===== src/rtl/decode_out_cap_pkg.sv =====
// Shared types for the decode-stage capture buffer: state encoding and record layout.
package decode_out_cap_pkg;

  localparam int unsigned DEF_DATA_W = 16;
  localparam int unsigned DEF_E_W    = 6;
  localparam int unsigned DEF_W_W    = 2;
  localparam int unsigned REC_W      = 2*DEF_DATA_W + DEF_E_W + DEF_W_W + 1;
  localparam int unsigned TS_W       = 32;

  typedef enum logic [1:0] {
    ST_IDLE    = 2'd0,
    ST_WARMUP  = 2'd1,
    ST_CAPTURE = 2'd2
  } cap_state_e;

  // npc lands in the MSBs of the packed record
  typedef struct packed {
    logic [DEF_DATA_W-1:0] npc;
    logic [DEF_DATA_W-1:0] instr;
    logic [DEF_E_W-1:0]    e_ctl;
    logic [DEF_W_W-1:0]    w_ctl;
    logic                  mem_ctl;
  } decode_rec_t;

endpackage


===== src/rtl/decode_cap_fifo.sv =====
// Registered first-word-fall-through FIFO; a push into a full FIFO succeeds when a pop
// happens on the same edge, otherwise it is reported on drop_o.
module decode_cap_fifo #(
  parameter int unsigned WIDTH = 41,
  parameter int unsigned DEPTH = 8
) (
  input  logic                     clk_i,
  input  logic                     rst_ni,
  input  logic                     push_i,
  input  logic [WIDTH-1:0]         wdata_i,
  input  logic                     pop_i,
  output logic [WIDTH-1:0]         rdata_o,
  output logic                     valid_o,
  output logic                     drop_o,
  output logic [$clog2(DEPTH):0]   count_o
);

  localparam int unsigned AW = $clog2(DEPTH);

  logic [WIDTH-1:0] mem_q [DEPTH];
  logic [AW-1:0]    wr_q, rd_q;
  logic [AW:0]      cnt_q;
  logic [WIDTH-1:0] last_q;
  logic             full, empty, do_push, do_pop;

  assign empty   = (cnt_q == '0);
  assign full    = (cnt_q == (AW+1)'(DEPTH));
  assign do_pop  = pop_i & ~empty;
  assign do_push = push_i & (~full | do_pop);
  assign drop_o  = push_i & full & ~do_pop;

  always_ff @(posedge clk_i) begin
    if (do_push) mem_q[wr_q] <= wdata_i;
  end

  always_ff @(posedge clk_i or negedge rst_ni) begin
    if (!rst_ni) begin
      wr_q   <= '0;
      rd_q   <= '0;
      cnt_q  <= '0;
      last_q <= '0;
    end else begin
      if (do_push) wr_q <= wr_q + 1'b1;
      if (do_pop) begin
        rd_q   <= rd_q + 1'b1;
        last_q <= mem_q[rd_q];
      end
      case ({do_push, do_pop})
        2'b10:   cnt_q <= cnt_q + 1'b1;
        2'b01:   cnt_q <= cnt_q - 1'b1;
        default: cnt_q <= cnt_q;
      endcase
    end
  end

  // When empty the output keeps showing the most recently popped record
  assign rdata_o = empty ? last_q : mem_q[rd_q];
  assign valid_o = ~empty;
  assign count_o = cnt_q;

endmodule


===== src/rtl/decode_out_capture.sv =====
// Capture buffer for LC-3 decode outputs: warm-up skip, qualified sampling into a FIFO.
// Define DECODE_CAP_TSTAMP_EN to store a 32-bit cycle timestamp per entry (out_tstamp).
module decode_out_capture
  import decode_out_cap_pkg::*;
#(
  parameter int unsigned DATA_W = DEF_DATA_W,
  parameter int unsigned E_W    = DEF_E_W,
  parameter int unsigned W_W    = DEF_W_W,
  parameter int unsigned DEPTH  = 8,
  parameter int unsigned WARMUP = 7,
  parameter int unsigned CNT_W  = 8
) (
  input  logic                          clock,
  input  logic                          reset_n,
  input  logic                          start,
  input  logic                          stop,
  input  logic                          enable_decode,
  input  logic [DATA_W-1:0]             instr_dout,
  input  logic [DATA_W-1:0]             npc_in,
  input  logic [E_W-1:0]                E_control,
  input  logic [W_W-1:0]                W_control,
  input  logic                          Mem_control,
  output logic                          out_valid,
  input  logic                          out_ready,
  output logic [2*DATA_W+E_W+W_W:0]     out_data,
  output logic [$clog2(DEPTH):0]        count,
  output logic                          overflow,
  output logic [CNT_W-1:0]              drop_cnt,
`ifdef DECODE_CAP_TSTAMP_EN
  output logic [TS_W-1:0]               out_tstamp,
`endif
  output logic [1:0]                    state_o
);

  localparam int unsigned RW   = 2*DATA_W + E_W + W_W + 1;
  localparam int unsigned WC_W = (WARMUP > 1) ? $clog2(WARMUP) : 1;

  cap_state_e       state_q, state_d;
  logic [WC_W-1:0]  wcnt_q, wcnt_d;
  logic             ovf_q;
  logic [CNT_W-1:0] drop_q;
  logic             push, drop;
  logic [RW-1:0]    rec;

  always_comb begin
    state_d = state_q;
    wcnt_d  = wcnt_q;
    unique case (state_q)
      ST_IDLE: begin
        if (start && !stop) begin
          wcnt_d  = '0;
          state_d = (WARMUP == 0) ? ST_CAPTURE : ST_WARMUP;
        end
      end
      ST_WARMUP: begin
        if (stop)                                 state_d = ST_IDLE;
        else if (wcnt_q == WC_W'(WARMUP - 1))     state_d = ST_CAPTURE;
        else                                      wcnt_d  = wcnt_q + 1'b1;
      end
      ST_CAPTURE: begin
        if (stop) state_d = ST_IDLE;
      end
      default: state_d = ST_IDLE;
    endcase
  end

  always_ff @(posedge clock or negedge reset_n) begin
    if (!reset_n) begin
      state_q <= ST_IDLE;
      wcnt_q  <= '0;
      ovf_q   <= 1'b0;
      drop_q  <= '0;
    end else begin
      state_q <= state_d;
      wcnt_q  <= wcnt_d;
      if (drop) begin
        ovf_q <= 1'b1;
        if (drop_q != '1) drop_q <= drop_q + 1'b1;
      end
    end
  end

  assign push = (state_q == ST_CAPTURE) && enable_decode && !stop;
  assign rec  = {npc_in, instr_dout, E_control, W_control, Mem_control};

`ifdef DECODE_CAP_TSTAMP_EN
  logic [TS_W-1:0]    ts_q;
  logic [TS_W+RW-1:0] fifo_rdata;

  always_ff @(posedge clock or negedge reset_n) begin
    if (!reset_n) ts_q <= '0;
    else          ts_q <= ts_q + 1'b1;
  end

  decode_cap_fifo #(.WIDTH(TS_W + RW), .DEPTH(DEPTH)) u_fifo (
    .clk_i   (clock),
    .rst_ni  (reset_n),
    .push_i  (push),
    .wdata_i ({ts_q, rec}),
    .pop_i   (out_ready),
    .rdata_o (fifo_rdata),
    .valid_o (out_valid),
    .drop_o  (drop),
    .count_o (count)
  );

  assign out_data   = fifo_rdata[RW-1:0];
  assign out_tstamp = fifo_rdata[TS_W+RW-1:RW];
`else
  decode_cap_fifo #(.WIDTH(RW), .DEPTH(DEPTH)) u_fifo (
    .clk_i   (clock),
    .rst_ni  (reset_n),
    .push_i  (push),
    .wdata_i (rec),
    .pop_i   (out_ready),
    .rdata_o (out_data),
    .valid_o (out_valid),
    .drop_o  (drop),
    .count_o (count)
  );
`endif

  assign overflow = ovf_q;
  assign drop_cnt = drop_q;
  assign state_o  = state_q;

endmodule


===== config.mk =====
export PLATFORM = sky130hd
export DESIGN_NAME = decode_out_capture
export DESIGN_NICKNAME = d
export VERILOG_FILES = /design/src/rtl/decode_out_cap_pkg.sv /design/src/rtl/decode_cap_fifo.sv /design/src/rtl/decode_out_capture.sv
export SDC_FILE = /design/constraint.sdc
export NUM_CORES = 1
export LEC_CHECK = 0
export CAP_MARGIN = 30
export CORE_MARGIN = 5
export CORE_UTILIZATION = 30
export CTS_CLUSTER_DIAMETER = 200
export DETAILED_ROUTE_END_ITERATION = 12
export PLACE_DENSITY = 0.48
export SYNTH_ARGS = -nofsm -noshare
export SYNTH_HDL_FRONTEND = slang
export SYNTH_SLANG_ARGS = --single-unit

===== constraint.sdc =====
create_clock -name clock -period 5.9 [get_ports clock]
set_input_delay 0.59 -clock clock [delete_from_list [all_inputs] [get_ports clock]]
set_output_delay 0.59 -clock clock [all_outputs]
set_load 0.1 [all_outputs]

==> impl_metrics.csv, run 1 <==
group,metric,value,unit
clocking,clock-root-buffer,"clkbuf_16",
detailed_routing,wl_per_cell,20.4,um
pwr,p_leak,6.28,nW
floorplanning,io_pins,104,
clocking,cts-resized-gates,0,
floorplanning,die_w,237,um
global_route,grt_usage,0.120,
critical_path,crit_path_end,"out_data[7]",
hold_path,hp-class,"in2async",
clocking,cts.sinks,393,
floorplanning,core_area,0.0511,mm2
global_route,grt_remaining_overflow,0,
cells_and_area,mostFrequentLayoutCells,"edfxtp_1 (328), clkdlybuf4s50_1 (102), mux4_2 (82), dfrtp_1 (62), nand2_1 (48)",
cells_and_area,utilization,0.367,
clocking,post-cts-setup-buffer-count,0,
global_route,grt_start_max_net_pins,85,
global_route,grt_pass1_vias,8134,
critical_path,crit_chain,"buf_4 > mux4_2 > mux2i_1 > a21oi_1 > clkdlybuf4s50_1",
flow_run,drv_cap,0,
detailed_routing,drtIter0Drc,436,
sta,hold_viol,0,
cells_and_area,fill_cells,4764,
floorplanning,placementRows,83,
logic_synthesis,seq_area_frac_synth,0.745,
global_route,antenna_found_initial,5,
clocking,htreeDepth,2,
clocking,clkTransAtPathRegs,0.06,ns
detailed_routing,ant_nets,0,
critical_path,startpoint,"u_fifo.rd_q[2]",
detailed_routing,vias,7666,
critical_path,cp.arrival,3.81,ns
sta,fin_skew,0.0182,ns
sta,fin_worst_hold_slack,0.472,ns
detailed_routing,drt_wl_total,33900,um
clocking,numCtsBuffers,44,
global_route,grt_pass1_wl,51400,um
clocking,cts_tree,"done",
pwr,max-vdd-ir-drop,0.340,mV
critical_path,r2r_slack,2.88,ns
clocking,clockBufferDepth,3,
cells_and_area,seqCellArea,0.0115,mm2
critical_path,start_kind,"register",
critical_path,rr_endpoint,"u_fifo.mem_q[5][9]",
pwr,total_power,10.4,mW
critical_path,r2r_start,"state_o[0]",
logic_synthesis,syn_inst,820,
pwr,power.density,557,mW/mm2
clocking,clk_latency,0.56,ns
floorplanning,die_h,237,um
detailed_routing,drt_pre_antenna_iters,4,
floorplanning,dieArea,0.0560,mm2
logic_synthesis,synth_area,0.0154,mm2
logic_synthesis,synth_area_per_cell,18.8,um2
critical_path,critPathRequiredTime,5.31,ns
place,io_buffer_count,103,
detailed_routing,drc_errors,0,
critical_path,crit_slowest_cell,"clkdlybuf4s50_1",
cells_and_area,fin_nets,1002,
logic_synthesis,synth.distinct_cells,43,
sta,fin_crit_sh,0.746,
logic_synthesis,ys_warn_count,0,
place,place.gp.congestion,0.699,
critical_path,max_stage_delay,1.17,ns
logic_synthesis,ys_ff_latch,393,
sta,fin_setup_tns,0,ns
cells_and_area,syn2layout_area_growth,21.5,%
logic_synthesis,synth_area_leaders,"edfxtp_1 (64%), mux4_2 (12%), dfrtp_1 (11%)",
sta,slew_viol_final,0,
logic_synthesis,syn_nets,875,
logic_synthesis,yosysTopAreaCell,"edfxtp_1",
cells_and_area,drive_gt1_frac,0.183,
sta,finalCriticalPeriod,4.40,ns
detailed_routing,vias_per_cell,4.61,
sta,setup_viol,0,
cells_and_area,final_common_cell,"edfxtp_1",
critical_path,cp-end-kind,"output port",
critical_path,path_max_fanout,56,
cells_and_area,multi_input_area,0.00372,mm2
sta,slew-limit-headroom,0.319,
critical_path,r2r_cells,5,
sta,tightest_slew,1.02,ns
sta,max_freq,227,MHz
run_status,status,"completed",
floorplanning,initial_utilization,0.302,
critical_path,path_class,"reg2out",
clocking,cts_hold_buf,1,
place,dp_hpwl,19200,um
logic_synthesis,synth_top_area_frac,0.639,
sta,rsz0062_at_grt,"false",
-- synthesized netlist by cell type (all sizes together) --
cell type	number
clkbuf	7
a2111oi	1
a21boi	1
nor3	9
o21ai	43
o31ai	1
and4bb	1
or4	1
nand4	1
nor4	3
nor2	48
a211o	1
a21oi	43
edfxtp	328
xor2	9
or2	1
or4b	1
inv	5
nand4b	2
nor3b	1
nand3b	1
ha	8
nand2	49
mux2i	41
o41ai	1
mux2	4
mux4	82
xnor2	6
nand3	8
nand2b	8
nor4b	2
dfrtp	65
buf	37
or3	1
-- metrics by stage --
stage / worst slack [ns] / area, um2 / instances
2_1_floorplan: 0.763 / 15400 / 820
3_3_place_gp: 1.99 / 17300 / 1578
3_5_place_dp: 2.02 / 17300 / 1580
4_1_cts: 1.39 / 18700 / 1661
5_1_grt: 1.29 / 18700 / 1661
6_report: 1.50 / 18700 / 1663
-- registers in the layout (all words and copies together) (netlist names) --
register and count:
u_fifo.rd_q 3, state_o 2, drop_cnt 8, u_fifo.wr_q 3, u_fifo.last_q 41, overflow 1, wcnt_q 3, u_fifo.mem_q 328
u_fifo.count_o 4
-- logic make-up (layout without fill, tap and decap cells) --
logic type                 count (synthesis)  count (layout)  synth area share
other                                      0               2                 0
xor gates and xnor gates                  15              15           0.00852
buffers and inverters                     49             210            0.0184
DFF                                      393             393             0.745
AOI/OAI and AO/OA                         91              91            0.0318
and+or+nand+nor                          137             137            0.0408
adders and majority gates                  8               8           0.00649
muxes                                    127             127             0.149
-- how the worst min path moves through the flow --
stage              from  cells past startpoint  slack, ns     endpoint
2_1_floorplan   reset_n                      0       0.29  drop_cnt[0]
3_3_place_gp   overflow                      1       0.45     overflow
3_5_place_dp   overflow                      1       0.46     overflow
4_1_cts         reset_n                      2       0.45    wcnt_q[2]
5_1_grt         reset_n                      2       0.47    wcnt_q[2]
6_report        reset_n                      2       0.47    wcnt_q[2]
-- critical path: cells and delay by family (launching register included) --
family / cells / cell delay [ns]
buffers and inverters: 2 / 1.61
DFF: 1 / 1.02
muxes: 2 / 0.36
AOI/OAI and AO/OA: 1 / 0.25
-- per-layer routing --
metal / share of wire / vias to the layer above / GRT usage
met3: 0.059 / 48 / 0.0372
met1: 0.45 / 3968 / 0.162
met5: 0.00083 / - / 0
met2: 0.47 / 152 / 0.193
met4: 0.015 / 6 / 0.0276
li1: - / 3492 / -
-- layout make-up --
class | count | share of cell area
inverters | 5 | 0.00100
multi-input cells | 378 | 0.198
diodes | 2 | 0.000267
repair buffers | 125 | 0.0667
well taps | 680 | 0.0454
clock buffers | 64 | 0.0639
clock inverters | 16 | 0.0112
flip-flops and latches | 393 | 0.613
-- power breakdown --
group	leakage (nW)	switching [mW]	internal, mW
Combinational	1.85	2.89	1.35
Clock	0.676	1.04	1.62
Sequential	3.76	0.354	3.18
Note: power is estimated with default switching activity, not from simulation.
==> run 2, diff against run 1 <==
--- a/config.mk
+++ b/config.mk
@@ -10,7 +10,7 @@
 export CORE_UTILIZATION = 30
 export CTS_CLUSTER_DIAMETER = 200
 export DETAILED_ROUTE_END_ITERATION = 12
-export PLACE_DENSITY = 0.48
+export PLACE_DENSITY = 0.5
 export SYNTH_ARGS = -nofsm -noshare
 export SYNTH_HDL_FRONTEND = slang
 export SYNTH_SLANG_ARGS = --single-unit
==> constraint.sdc (replaced) <==
create_clock -name clock -period 3.9 [get_ports clock]
set_input_delay 0.39 -clock clock [delete_from_list [all_inputs] [get_ports clock]]
set_output_delay 0.39 -clock clock [all_outputs]
set_load 0.1 [all_outputs]
==> impl_metrics.csv, run 2 (synthesized netlist as in run 1, its figures left out) <==
group,metric,value,unit
run_status,status,"completed",
cells_and_area,utilization,0.366,
clocking,clock-root-buffer,"clkbuf_16",
critical_path,path_class,"reg2out",
floorplanning,dieArea,0.0560,mm2
pwr,combPwrFrac,0.414,
critical_path,path_max_fanout,19,
clocking,clkTransAtPathRegs,0.06,ns
cells_and_area,regMostFlops,"u_fifo.mem_q",
clocking,cts.sinks,393,
sta,slew-limit-headroom,0.351,
critical_path,path_common_cell,"buf_4",
detailed_routing,drtIter0Drc,439,
pwr,total_power,15.5,mW
detailed_routing,vias,7691,
floorplanning,die_h,237,um
sta,hold_viol,0,
floorplanning,placementRows,83,
place,dp_hpwl,19700,um
cells_and_area,fin_nets,1007,
cells_and_area,largest_register_ffs,328,
clocking,cts-resized-gates,0,
pwr,clockPowerShare,0.251,
sta,fin_skew,0.0152,ns
sta,fin_crit_sh,0.853,
sta,fin_setup_tns,0,ns
critical_path,cp-end-kind,"output port",
critical_path,startpoint,"u_fifo.rd_q[0]",
sta,fin_worst_hold_slack,0.446,ns
flow_run,drv_cap,0,
hold_path,hp-class,"in2async",
sta,max_freq,301,MHz
global_route,grt_pass1_wl,51900,um
cells_and_area,final_common_cell,"edfxtp_1",
clocking,cts_tree,"done",
sta,slew_viol_final,0,
pwr,swShare,0.424,
sta,setup_viol,0,
pwr,power.density,832,mW/mm2
detailed_routing,drt_pre_antenna_iters,4,
sta,finalCriticalPeriod,3.33,ns
cells_and_area,mostFrequentLayoutCells,"edfxtp_1 (328), mux4_2 (82), buf_4 (63), dfrtp_1 (62), clkdlybuf4s50_1 (60)",
pwr,p_leak,6.32,nW
clocking,clk_latency,0.56,ns
critical_path,r2r_start,"u_fifo.count_o[1]",
cells_and_area,syn2layout_area_growth,21.2,%
pwr,seq_power_share,0.335,
place,place.gp.congestion,0.698,
clocking,htreeDepth,2,
critical_path,max_stage_delay,0.70,ns
critical_path,critPathRequiredTime,3.51,ns
pwr,power.internal,8.94,mW
detailed_routing,vias_per_cell,4.61,
critical_path,r2r_cells,10,
sta,tightest_slew,0.970,ns
critical_path,start_kind,"register",
pwr,max-vdd-ir-drop,0.775,mV
detailed_routing,drc_errors,0,
cells_and_area,final_area,0.0187,mm2
sta,rsz0062_at_grt,"false",
floorplanning,core_area,0.0511,mm2
global_route,grt_pass1_vias,8051,
cells_and_area,drive_gt1_frac,0.246,
critical_path,cp.arrival,2.94,ns
detailed_routing,ant_nets,0,
clocking,clockBufferDepth,3,
global_route,grt_remaining_overflow,0,
clocking,numCtsBuffers,44,
pwr,switchingPower,6.59,mW
global_route,antenna_found_initial,5,
global_route,grt_usage,0.121,
floorplanning,initial_utilization,0.302,
detailed_routing,wl_per_cell,20.4,um
critical_path,crit_slowest_cell,"dfrtp_4",
floorplanning,die_w,237,um
global_route,grt_start_max_net_pins,85,
floorplanning,io_pins,104,
place,io_buffer_count,103,
place,post_dp_cell_area,0.0173,mm2
critical_path,crit_chain,"buf_4 > mux4_2 > mux2i_1 > a21oi_1 > buf_4",
detailed_routing,drt_wl_total,34100,um
[run 2: cell types whose count changed in the layout (fill, tap and decap cells not counted), moves of 6 or more]
cell             change
a21oi_1              -9
buf_4               +44
clkdlybuf4s50_1     -42
a21oi_2              +9
clkinv_2             +6
[run 2: path summary, 6_finish.rpt]
kind	end	slack, ns
max	out_data[12]	0.57
min	wcnt_q[0]	0.45
max reg2reg	u_fifo.count_o[2]	1.15
min reg2reg	overflow	0.47
max in group asynchronous	u_fifo.rd_q[0]	2.60
min in group clock	overflow	0.47
[run 2: final cells by class]
| cell class | count | area [um2] |
|---|---|---|
| timing repair buffer | 130 | 1200 |
| inverter | 5 | 18.8 |
| clock inverter | 24 | 183 |
| sequential | 393 | 11500 |
| fill | 4809 | 32400 |
| clock buffer | 58 | 1170 |
| multi-input combinational | 378 | 3760 |
| antenna | 1 | 2.50 |
| tap | 680 | 851 |
[run 2: per-stage QoR]
step | std cells | setup slack (ns)
6_report | 1669 | 0.573
3_5_place_dp | 1585 | 0.660
4_1_cts | 1668 | 0.495
5_1_grt | 1669 | 0.408
3_3_place_gp | 1585 | 0.699
2_1_floorplan | 820 | -0.989
[run 2: power groups by stage]
stage / registers [mW] / logic (mW) / clock network [mW]
CTS: 5.21 / 6.54 / 4.04
detailed placement: 5.30 / 6.53 / 0
finish: 5.20 / 6.43 / 3.90
global route: 5.25 / 6.78 / 4.22
global placement: 5.28 / 6.51 / 0
floorplan: 5.17 / 5.22 / 0
[run 2: per-layer routing]
metal	up-vias	track usage	wire [um]
met5	-	0	39
met4	8	0.0303	739
met3	64	0.0324	1780
met2	158	0.191	15900
met1	3945	0.168	15700
li1	3516	-	-
[run 2: timing repair]
item | CTS | global route
hold endpoints to repair | 48 | 0
setup endpoints to repair | 0 | 0
hold buffers | 1 | 0
buffers inserted | 0 | 0
[run 2: critical path, delay by kind of cell, from the launching register on]
kind | cells | cell delay, ns
flops | 1 | 0.70
buf+inv | 2 | 0.69
mux | 2 | 0.80
compound gates | 1 | 0.18
==> run 3, diff against run 2 <==
--- a/config.mk
+++ b/config.mk
@@ -10,7 +10,8 @@
 export CORE_UTILIZATION = 30
 export CTS_CLUSTER_DIAMETER = 200
 export DETAILED_ROUTE_END_ITERATION = 12
-export PLACE_DENSITY = 0.5
+export PLACE_DENSITY_LB_ADDON = 0.12
+export SETUP_SLACK_MARGIN = 0.05
 export SYNTH_ARGS = -nofsm -noshare
 export SYNTH_HDL_FRONTEND = slang
 export SYNTH_SLANG_ARGS = --single-unit
==> impl_metrics.csv, run 3 (synthesized netlist as in run 1, its figures left out) <==
group,metric,value,unit
critical_path,cp-end-kind,"output port",
critical_path,critPathRequiredTime,3.51,ns
cells_and_area,syn2layout_area_growth,21.2,%
cells_and_area,mostFrequentLayoutCells,"edfxtp_1 (328), mux4_2 (82), buf_4 (67), dfrtp_1 (62), clkdlybuf4s50_1 (60)",
floorplanning,core_area,0.0511,mm2
cells_and_area,final_cells,1669,
detailed_routing,vias,7641,
run_status,status,"completed",
cells_and_area,largest_register_ffs,328,
critical_path,max_stage_delay,0.85,ns
cells_and_area,utilization,0.366,
pwr,power.density,832,mW/mm2
floorplanning,die_w,237,um
sta,slew-limit-headroom,0.344,
pwr,swShare,0.422,
detailed_routing,drt_wl_total,34400,um
critical_path,path_class,"reg2out",
detailed_routing,drtIter0Drc,358,
critical_path,crit_slowest_cell,"or4_4",
detailed_routing,vias_per_cell,4.58,
global_route,grt_pass1_vias,8244,
global_route,grt_usage,0.123,
critical_path,r2r_start,"u_fifo.count_o[1]",
sta,fin_crit_sh,0.838,
detailed_routing,wl_per_cell,20.6,um
clocking,numCtsBuffers,44,
critical_path,rr_endpoint,"u_fifo.count_o[2]",
detailed_routing,met3_length,1370,um
floorplanning,dieArea,0.0560,mm2
cells_and_area,regMostFlops,"u_fifo.mem_q",
detailed_routing,wl_met2,16700,um
pwr,p_leak,6.34,nW
pwr,combPwrFrac,0.419,
sta,finalCriticalPeriod,3.27,ns
clocking,htreeDepth,2,
place,dp_cells,1587,
sta,fin_setup_tns,0,ns
cells_and_area,fin_nets,1009,
pwr,clockPowerShare,0.254,
detailed_routing,top_layer_used,"met5",
clocking,clock-root-buffer,"clkbuf_16",
floorplanning,die_h,237,um
cells_and_area,fill_cells,4794,
detailed_routing,wl_met1,15700,um
place,place.gp.congestion,0.687,
clocking,clk_latency,0.56,ns
clocking,clockBufferDepth,3,
pwr,seq_power_share,0.327,
detailed_routing,drt_pre_antenna_iters,4,
cells_and_area,n_antenna_cell,0,
critical_path,path_common_cell,"buf_4",
critical_path,cp.arrival,2.88,ns
clocking,cts-resized-gates,0,
sta,slew_viol_final,0,
sta,max_freq,306,MHz
critical_path,cp_top_family,"simple AND/OR/NAND/NOR gates",
clocking,cts.sinks,393,
sta,tightest_slew,0.982,ns
sta,fin_skew,0.0125,ns
floorplanning,io_pins,104,
place,io_buffer_count,103,
critical_path,critPathBufInv,2,
sta,rsz0062_at_grt,"false",
global_route,grt_pass1_wl,52900,um
detailed_routing,ant_nets,0,
flow_run,drv_cap,0,
floorplanning,initial_utilization,0.302,
pwr,switchingPower,6.55,mW
sta,hold_viol,0,
critical_path,crit_chain,"or4_4 > buf_4 > a21oi_1 > buf_4",
global_route,antenna_found_initial,1,
clocking,cts_tree,"done",
pwr,max-vdd-ir-drop,0.603,mV
clocking,clkTransAtPathRegs,0.06,ns
cells_and_area,final_common_cell,"edfxtp_1",
floorplanning,placementRows,83,
global_route,grt_remaining_overflow,0,
critical_path,start_kind,"register",
critical_path,r2r_cells,10,
detailed_routing,drc_errors,0,
critical_path,path_max_fanout,43,
global_route,grt_start_max_net_pins,85,
hold_path,hp-class,"in2async",
pwr,power.internal,8.98,mW
critical_path,r2r_slack,1.07,ns
cells_and_area,drive_gt1_frac,0.250,
place,dp_hpwl,20500,um
sta,setup_viol,0,
[run 3: cell types whose count changed in the layout (fill, tap and decap cells not counted), sizes merged]
cell / change
buf: +2
clkbuf: +2
clkinv: -2
diode: -1
inv: -1
[run 3: cell type report]
type / count / area, um2 / share of cell area
sequential: 393 / 11500 / 0.615
multi-input combinational: 378 / 3760 / 0.201
clock buffer: 60 / 1210 / 0.0649
timing repair buffer: 132 / 1190 / 0.0639
tap: 680 / 851 / 0.0455
clock inverter: 21 / 163 / 0.00871
inverter: 5 / 18.8 / 0.00100
[run 3: timing repair]
action	in CTS	in global routing
hold buffers	1	0
setup buffers	0	0
hold endpoints to repair	34	0
[run 3: routing by layer]
layer	up-vias	global-route usage
met4	2	0.0350
met1	3950	0.168
met5	-	0
met2	130	0.201
met3	50	0.0261
li1	3509	-
[run 3: worst max-delay path by stage]
stage | startpoint | endpoint | slack [ns] | cells after the start
after floorplan | state_o[1] | u_fifo.mem_q[2][0] | -0.99 | 3
after CTS | u_fifo.rd_q[2] | out_data[0] | 0.55 | 5
after global routing | u_fifo.count_o[0] | out_data[4] | 0.44 | 5
after detailed placement | out_ready | u_fifo.count_o[2] | 0.74 | 10
after global placement | out_ready | u_fifo.count_o[2] | 0.73 | 10
final | u_fifo.count_o[1] | out_data[4] | 0.63 | 4
[run 3: metrics by stage]
stage | hold slack [ns] | total power, mW | area [um2] | setup slack (ns)
global route | 0.439 | 16.3 | 18700 | 0.441
floorplan | 0.0944 | 10.4 | 15500 | -0.989
finish | 0.403 | 15.5 | 18700 | 0.631
detailed placement | 0.453 | 11.8 | 17300 | 0.737
CTS | 0.390 | 15.8 | 18700 | 0.551
global placement | 0.443 | 11.8 | 17300 | 0.726
[run 3: worst reg2reg max path, cell delays in order (launching register included)]
cell and delay (ns):
dfrtp_1 0.50, or4_4 0.86, nand2_4 0.17, inv_2 0.06, ha_1 0.26, xor2_1 0.16, ha_1 0.19, a21oi_1 0.14
xor2_1 0.16, nor2_1 0.07, xor2_1 0.14
[run 3: power by group through the flow]
stage	combinational, mW	clock (mW)	sequential (mW)
finish	6.51	3.94	5.08
global route	6.88	4.25	5.13
CTS	6.65	4.09	5.09
detailed placement	6.64	0	5.18
global placement	6.66	0	5.16
floorplan	5.22	0	5.17
